### config.mk
export PLATFORM = sky130hd
export DESIGN_NAME = truth_table_scanner
export DESIGN_NICKNAME = d
export VERILOG_FILES = /design/src/rtl/truth_table_scanner.sv
export SDC_FILE = /design/constraint.sdc
export NUM_CORES = 1
export LEC_CHECK = 0
export CORE_MARGIN = 4
export CORE_UTILIZATION = 47
export CTS_CLUSTER_SIZE = 28
export DETAILED_ROUTE_END_ITERATION = 10
export GPL_TIMING_DRIVEN = 0
export HOLD_SLACK_MARGIN = 0.06
export PLACE_DENSITY = 0.76
export SYNTH_ARGS = -nofsm -noshare
export SYNTH_HDL_FRONTEND = slang
export SYNTH_SLANG_ARGS = --single-unit
### constraint.sdc
create_clock -name clk -period 1.85 [get_ports clk]
set_input_delay 0.185 -clock clk [delete_from_list [all_inputs] [get_ports clk]]
set_output_delay 0.185 -clock clk [all_outputs]
set_load 0.05 [all_outputs]
### src/rtl/truth_table_scanner.sv
// Sequentially drives every input combination to an external function and captures its truth table.
// Optional checking path against an expected table is enabled by defining TRUTH_TABLE_SCANNER_CHECK_EN.
module truth_table_scanner #(
    parameter int unsigned NVARS = 4
) (
    input  logic        clk,
    input  logic        reset,
    input  logic        start,
    output logic [3:0]  vars,
    input  logic        y_in,
    // 'table' is a reserved word, so the captured table is exposed as truthTable
    output logic [15:0] truthTable,
    output logic        busy,
    output logic        done
`ifdef TRUTH_TABLE_SCANNER_CHECK_EN
    ,
    input  logic [15:0] expected,
    output logic        mismatch
`endif
);

    typedef enum logic [1:0] {
        Idle,
        Drive,
        Sample,
        Done
    } stateT;

    stateT            stateQ, stateD;
    logic [NVARS-1:0] indexQ, indexD;
    logic [15:0]      tableQ, tableD;
    logic [3:0]       idxWide;
    logic             acceptStart;

    always_ff @(posedge clk or posedge reset) begin
        if (reset) begin
            stateQ <= Idle;
            indexQ <= '0;
            tableQ <= '0;
        end else begin
            stateQ <= stateD;
            indexQ <= indexD;
            tableQ <= tableD;
        end
    end

    // Zero-extend the index so it can address the 16-bit table and drive vars directly.
    always_comb begin
        idxWide               = '0;
        idxWide[NVARS-1:0]    = indexQ;
    end

    assign acceptStart = (stateQ == Idle) && start;

    always_comb begin
        stateD = stateQ;
        indexD = indexQ;
        tableD = tableQ;
        unique case (stateQ)
            Idle: begin
                if (start) begin
                    tableD = '0;
                    indexD = '0;
                    stateD = Drive;
                end
            end
            Drive: begin
                stateD = Sample;
            end
            Sample: begin
                tableD[idxWide] = y_in;
                if (&indexQ) begin
                    stateD = Done;
                end else begin
                    indexD = indexQ + 1'b1;
                    stateD = Drive;
                end
            end
            Done: begin
                stateD = Idle;
            end
            default: begin
                stateD = Idle;
            end
        endcase
    end

    assign busy       = (stateQ == Drive) || (stateQ == Sample);
    assign done       = (stateQ == Done);
    assign vars       = busy ? idxWide : 4'd0;
    assign truthTable = tableQ;

`ifdef TRUTH_TABLE_SCANNER_CHECK_EN
    localparam int unsigned NumRows = 1 << NVARS;
    localparam logic [15:0] RowMask = 16'((17'd1 << NumRows) - 17'd1);

    logic [15:0] expectedQ;

    always_ff @(posedge clk or posedge reset) begin
        if (reset) begin
            expectedQ <= '0;
        end else if (acceptStart) begin
            expectedQ <= expected;
        end
    end

    // Only meaningful once the table is complete; held through IDLE until the next scan.
    assign mismatch = ((stateQ == Done) || (stateQ == Idle)) &&
                      (|((tableQ ^ expectedQ) & RowMask));
`else
    logic unusedAccept;
    assign unusedAccept = acceptStart;
`endif

endmodule
* Word level (Yosys, flattened, before mapping) *
Cells that the tools add are included.

storage, ports and cells
  latch bits = 0
  bits in writable memories = 0
  memories kept = 0
  output and inout bits = 22
  word-level logic and storage cells = 30
  memory bits (read-only) = 0
  register bits = 22
  input port bits = 4

operators by class
  div/mod/pow operators = 0
  shifts and indexed selects = 0
  reductions and logical operators = 7
  $mul = 0
  bitwise operators = 0
  muxes and demuxes = 12
  $add $sub $neg = 1
  eq/ne operators = 5
  $lt $le $gt $ge = 2

operators by type and width
  cell                                                                count
  case mux 16 bit (2 select lines)                                    1
  bitwise mux 16 bit                                                  1
  2-to-1 mux 16 bit                                                   1
  2-to-1 mux 4 bit                                                    3
  case mux 2 bit (4 select lines)                                     1
  case mux 4 bit (2 select lines)                                     1
  < comparator 4 x 5 -> 1 bit (second input constant)                 1
  adder 4 x 1 -> 4 bit (second input constant)                        1
  demux 1 bit (select 4 bit)                                          1
  == test 2 bit (second input constant)                               2
  greater-or-equal comparator 4 x 1 -> 1 bit (second input constant)  1
  2-to-1 mux 2 bit                                                    2
  inequality test 2 bit (second input constant)                       2
  AND reduction 4 bit                                                 1
  AND reduction 3 bit                                                 1
  == test 2 x 1 -> 1 bit (second input constant)                      1
  logical NOT 2 bit                                                   1
  AND reduction 2 bit                                                 1
  nonzero test 2 bit                                                  1
  logical AND 1 bit                                                   1
  logical OR 1 bit                                                    1
  2-to-1 mux 1 bit                                                    1

* Longest topological paths before layout *
  depth after elaboration = 6
  mapped depth = 6
  gate-level depth less buffers = 5

* Worst setup path before layout *
OpenSTA, ideal clock, no wires.

  path type = reg-to-output
  start = register stateQ[1]
  end = output vars[0]
  setup slack = 110 ps
  path buffers = 0
  data arrival time = 1,555 ps
  stages on the path, launching flop included = 4
  data required time = 1,665 ps
  cells stage by stage = dfrtp_1 -> inv_1 -> ha_1 -> and2_1

on the way
  cells in the longest elaborated chain, start to end = 3
  elaborated cells between the ends (all ways) = 4

RTL lines
  what                                                            line  text
  start, declared                                                 29    stateT stateQ, stateD;
  start signal, assigned                                          37    stateQ <= Idle;
  start signal, assigned                                          41    stateQ <= stateD;
  == test 2 x 1 -> 1 bit / == test 2 bit (equally long branches)  88    assign busy = (stateQ == Drive) || (stateQ == Sample);
  logical OR 1 bit *                                              88
  named net busy                                                  13    output logic busy,
  2-to-1 mux 4 bit *                                              90    assign vars = busy ? idxWide : 4'd0;
  end, declared                                                   9     output logic [3:0] vars,

The timed path passes the listed nets; every way through them passes the cells marked *.

* Worst setup path in the final report *
  start = register indexQ[2] (netlist: idxWide[2])
  end = output vars[2]

on the way
  cells in the longest elaborated chain, start to end = 1

RTL lines
  what                    line  text
  start, declared         30    logic [NVARS-1:0] indexQ, indexD;
  start signal, assigned  42    indexQ <= indexD;
  2-to-1 mux 4 bit        90

Every way passes these cells.

==> impl.org <==
** Status
- The run finished with clean final reports.

** Critical path
- Data on the critical path arrives at its endpoint at 1.56 ns.
- Kind of critical path :: reg2out
- Counting stages on the worst path, the most repeated cell is buf_2.
- CP Launch Type :: flip-flop
- Critical path's top delay family :: buffers and inverters
- For flop-to-flop paths, the worst setup slack is 0.11 ns.
- The worst setup path is captured at a primary output.
- The largest individual stage delay along the critical path comes from the cell dfrtp_1.
- Delay contributed by the slowest stage of the critical path :: 0.41 ns
- Cells along the critical path :: buf_2 > buf_2 > and2_1 > buf_2
- In this run the critical register-to-register path is captured at truthTable[0].
- Critical register-to-register path startpoint :: idxWide[0]
- Maximum fanout along the worst path :: 10
- In this run the worst setup path begins at idxWide[2].
- Number of buffer and inverter stages on the critical path :: 3
- STA puts the critical path data required time at 1.66 ns.
- Measured in cells, the most critical reg-to-reg path has a length of 5.

** Place
- Once detailed placement completed, the half-perimeter wirelength came to 2360 um.
- In this run the cell area measured after placement is 0.00164 sq mm.
- Routability congestion estimate from global placement :: 0.873
- Placed insts :: 202
- In this run the tool buffered the top-level ports with 25 buffer cells.

** GRT
- The number of antenna violations at the first check in global routing was 0.
- Global route overflow :: 0
- In the global route stage, overall resource usage came out at 0.180.
- The via count of the first global-routing pass is 1112.
- Entering global routing, the biggest net connects 23 pins.
- Wire length of the first global-routing pass :: 5040 um

** STA
- The number of pins exceeding their max-slew limit in the final report was 0.
- After layout, the minimum clock period comes to 1.75 ns.
- Max-slew headroom :: 0.437
- Static timing analysis puts the maximum clock frequency at 0.572 GHz.
- Setup repair after global routing left no endpoint under its margin.
- Worst clock skew :: 0.00699 ns
- The final count of hold timing violations came to 0.
- Period Utilization, post-route :: 0.945
- At the pin with the least slew margin, the transition time is 0.844 ns.
- Final setup violation count :: 0

** Logic synthesis
- Counting every net in the synthesized netlist gives 159.
- Dividing the synthesized area by the synthesized cell count gives 9.26 sq um.
- Post-synthesis cell type count :: 28
- The synthesized design contains 22 register bits.
- Number of synthesis warnings :: 0
- Share of synthesized flip-flops with an asynchronous set or reset :: 1.00
- The mapped netlist covers 0.00135 sq mm.
- For this run, the register share of the synthesized area comes to 0.407.
- Number of enable flip-flop cells after synthesis :: 0
- Predominant post-synthesis flop cell :: dfrtp_1
- Gate count of the mapped netlist :: 146

** Floorplan
- Row count :: 19
- Height of the chip :: 61.6 um
- The initial utilization of the core area, before any placement, comes to 0.490.
- Floorplan die width :: 61.6 um
- 26 I/O pins were placed.
- Placeable core area :: 0.00276 sq mm
- Die ar. :: 0.00380 sq mm

** CTS
- TritonCTS built the clock tree.
- Library cell used as clock root buffer :: clkbuf_4
- Clock-pin slew was measured on the worst setup and hold paths at 0.13 ns.
- Clock latency on the worst-skew pair :: 0.31 ns
- Total clock buffers created by CTS :: 3
- Sink Count :: 22
- Clock Tree Buf Depth :: 2
- CTS built an H-tree with a depth of 1.

** Finish
- The library cell used most frequently in the layout, excluding fill and tap cells, is inv_1.
- Summing all multi-input logic gate instances after layout gives 651 sq um.
- Non-filler instance count after layout :: 207
- The library cells used most frequently in the layout, excluding fill and tap cells, are 23 x inv_1, 22 x dfrtp_1, 19 x clkdlybuf4s50_1.
- Counting the fill cells in the layout gives 245.
- After routing the design area is 0.00168 sq mm.
- # diodes :: 0
- Net total in the final layout :: 190
- The sequential cells in the finished layout cover a total of 551 sq um.
- From synthesis to final layout, the design area changed by 24.5%.
- In the final layout, the share of cells above drive strength 1 is 0.165.

** Power
- Overall Power :: 2550 uW
- VDD sags by at most 1210 uV.
- Total power density per cell area :: 1510 mW/mm^2
- Leak pwr :: 0.000732 uW

** Detailed routing
- In the routed design, unresolved DRC markers number 0.
- After detailed routing, the total wire length is 3250 um.
- Routed length on met1 :: 1430 um
- In the final routed layout, each cell accounts on average for 15.7 um.
- Met3 WL post-DR :: 192 um
- Remaining antenna violation count :: 0
- The routed design uses 1560 um of met2 wire.
- Using the TritonRoute via totals, the vias-per-cell ratio works out to 5.73.
- Before antenna repair, the detailed router went through 4 iterations.
- Highest metal layer with signal wires :: met4
- Number of violations reported at the end of detailed-routing iteration 0 :: 49
- Across all layers, the routed design uses 1187 vias.

** Run
- The tool flagged a number of max-cap violations equal to 0.

** Worst hold path
- The min-delay analysis places its worst path in the category in2async.
[cell families after synthesis]
group / count (synthesis) / synth area share
AND/OR/NAND/NOR: 39 / 0.181
AO/OA/AOI/OAI: 40 / 0.181
adder cells (fa/ha/maj): 9 / 0.0833
multiplexers: 3 / 0.0287
buffers and inverters: 33 / 0.118
flip-flops: 22 / 0.407
[synthesized netlist by cell type (2+ instances only)]
library cell	number	area (sq um)
inv_1	23	86.3
dfrtp_1	22	551
o22ai_1	16	100
a21oi_1	15	75.1
ha_1	9	113
nand3b_1	8	60.1
nand4_1	8	50.1
buf_2	6	30.0
nand2_1	6	22.5
nand3_1	5	25.0
and2_1	4	25.0
or3b_2	3	26.3
a21oi_2	2	17.5
a31oi_1	2	12.5
buf_6	2	22.5
nand2b_1	2	12.5
o21ai_0	2	10.0
[how the worst max path moves through the flow]
| stage | to | slack (ns) | cells after the start |
|---|---|---|---|
| floorplan | vars[0] | 0.11 | 3 |
| global placement | vars[3] | -0.09 | 4 |
| detailed placement | vars[1] | -0.12 | 4 |
| CTS | vars[1] | -0.02 | 4 |
| global route | vars[3] | 0.008 | 4 |
| finish | vars[2] | 0.10 | 4 |
[final cells by class]
cell class | instances | share of cell area
Sequential cell | 22 | 0.327
Timing Repair Buffer | 26 | 0.137
Clock inverter | 1 | 0.0178
Tap cell | 31 | 0.0230
Inverter | 23 | 0.0513
Clock buffer | 3 | 0.0134
Multi-Input combinational cell | 91 | 0.386
Buffer | 10 | 0.0438
[layer usage]
metal / global-route usage / up-vias
met4: 0.0758 / 0
met1: 0.229 / 558
met3: 0.0294 / 8
li1: - / 571
met5: 0 / -
met2: 0.302 / 50
[registers in the layout, summed over array words and instances, names as in the netlist]
signal / count
stateQ: 2
idxWide: 4
truthTable: 16
[power breakdown]
part	leakage (uW)	internal, uW	switching [uW]
clock	0.0000279	219	151
combinational	0.000403	567	987
sequential	0.000301	562	61.7
total	0.000732	1350	1200
[metrics by stage]
step	utilization	hold WS (ns)	worst slack [ns]	setup TNS, ns
finish	0.611	0.325	0.101	0
global route	0.611	0.390	0.00806	0
CTS	0.612	0.348	-0.0239	-0.0391
detailed placement	0.595	0.514	-0.120	-0.441
global placement	0.595	0.507	-0.0888	-0.350
floorplan	-	0.174	0.110	0
[what timing repair did]
item                                    in CTS  in global routing
gates resized for setup                     21                  4
endpoints found under the setup margin       6                  3
setup buffers                                1                  0
hold buffers                                 0                  0
endpoints found under the hold margin        0                  0
Note: power is estimated with default switching activity, not from simulation.
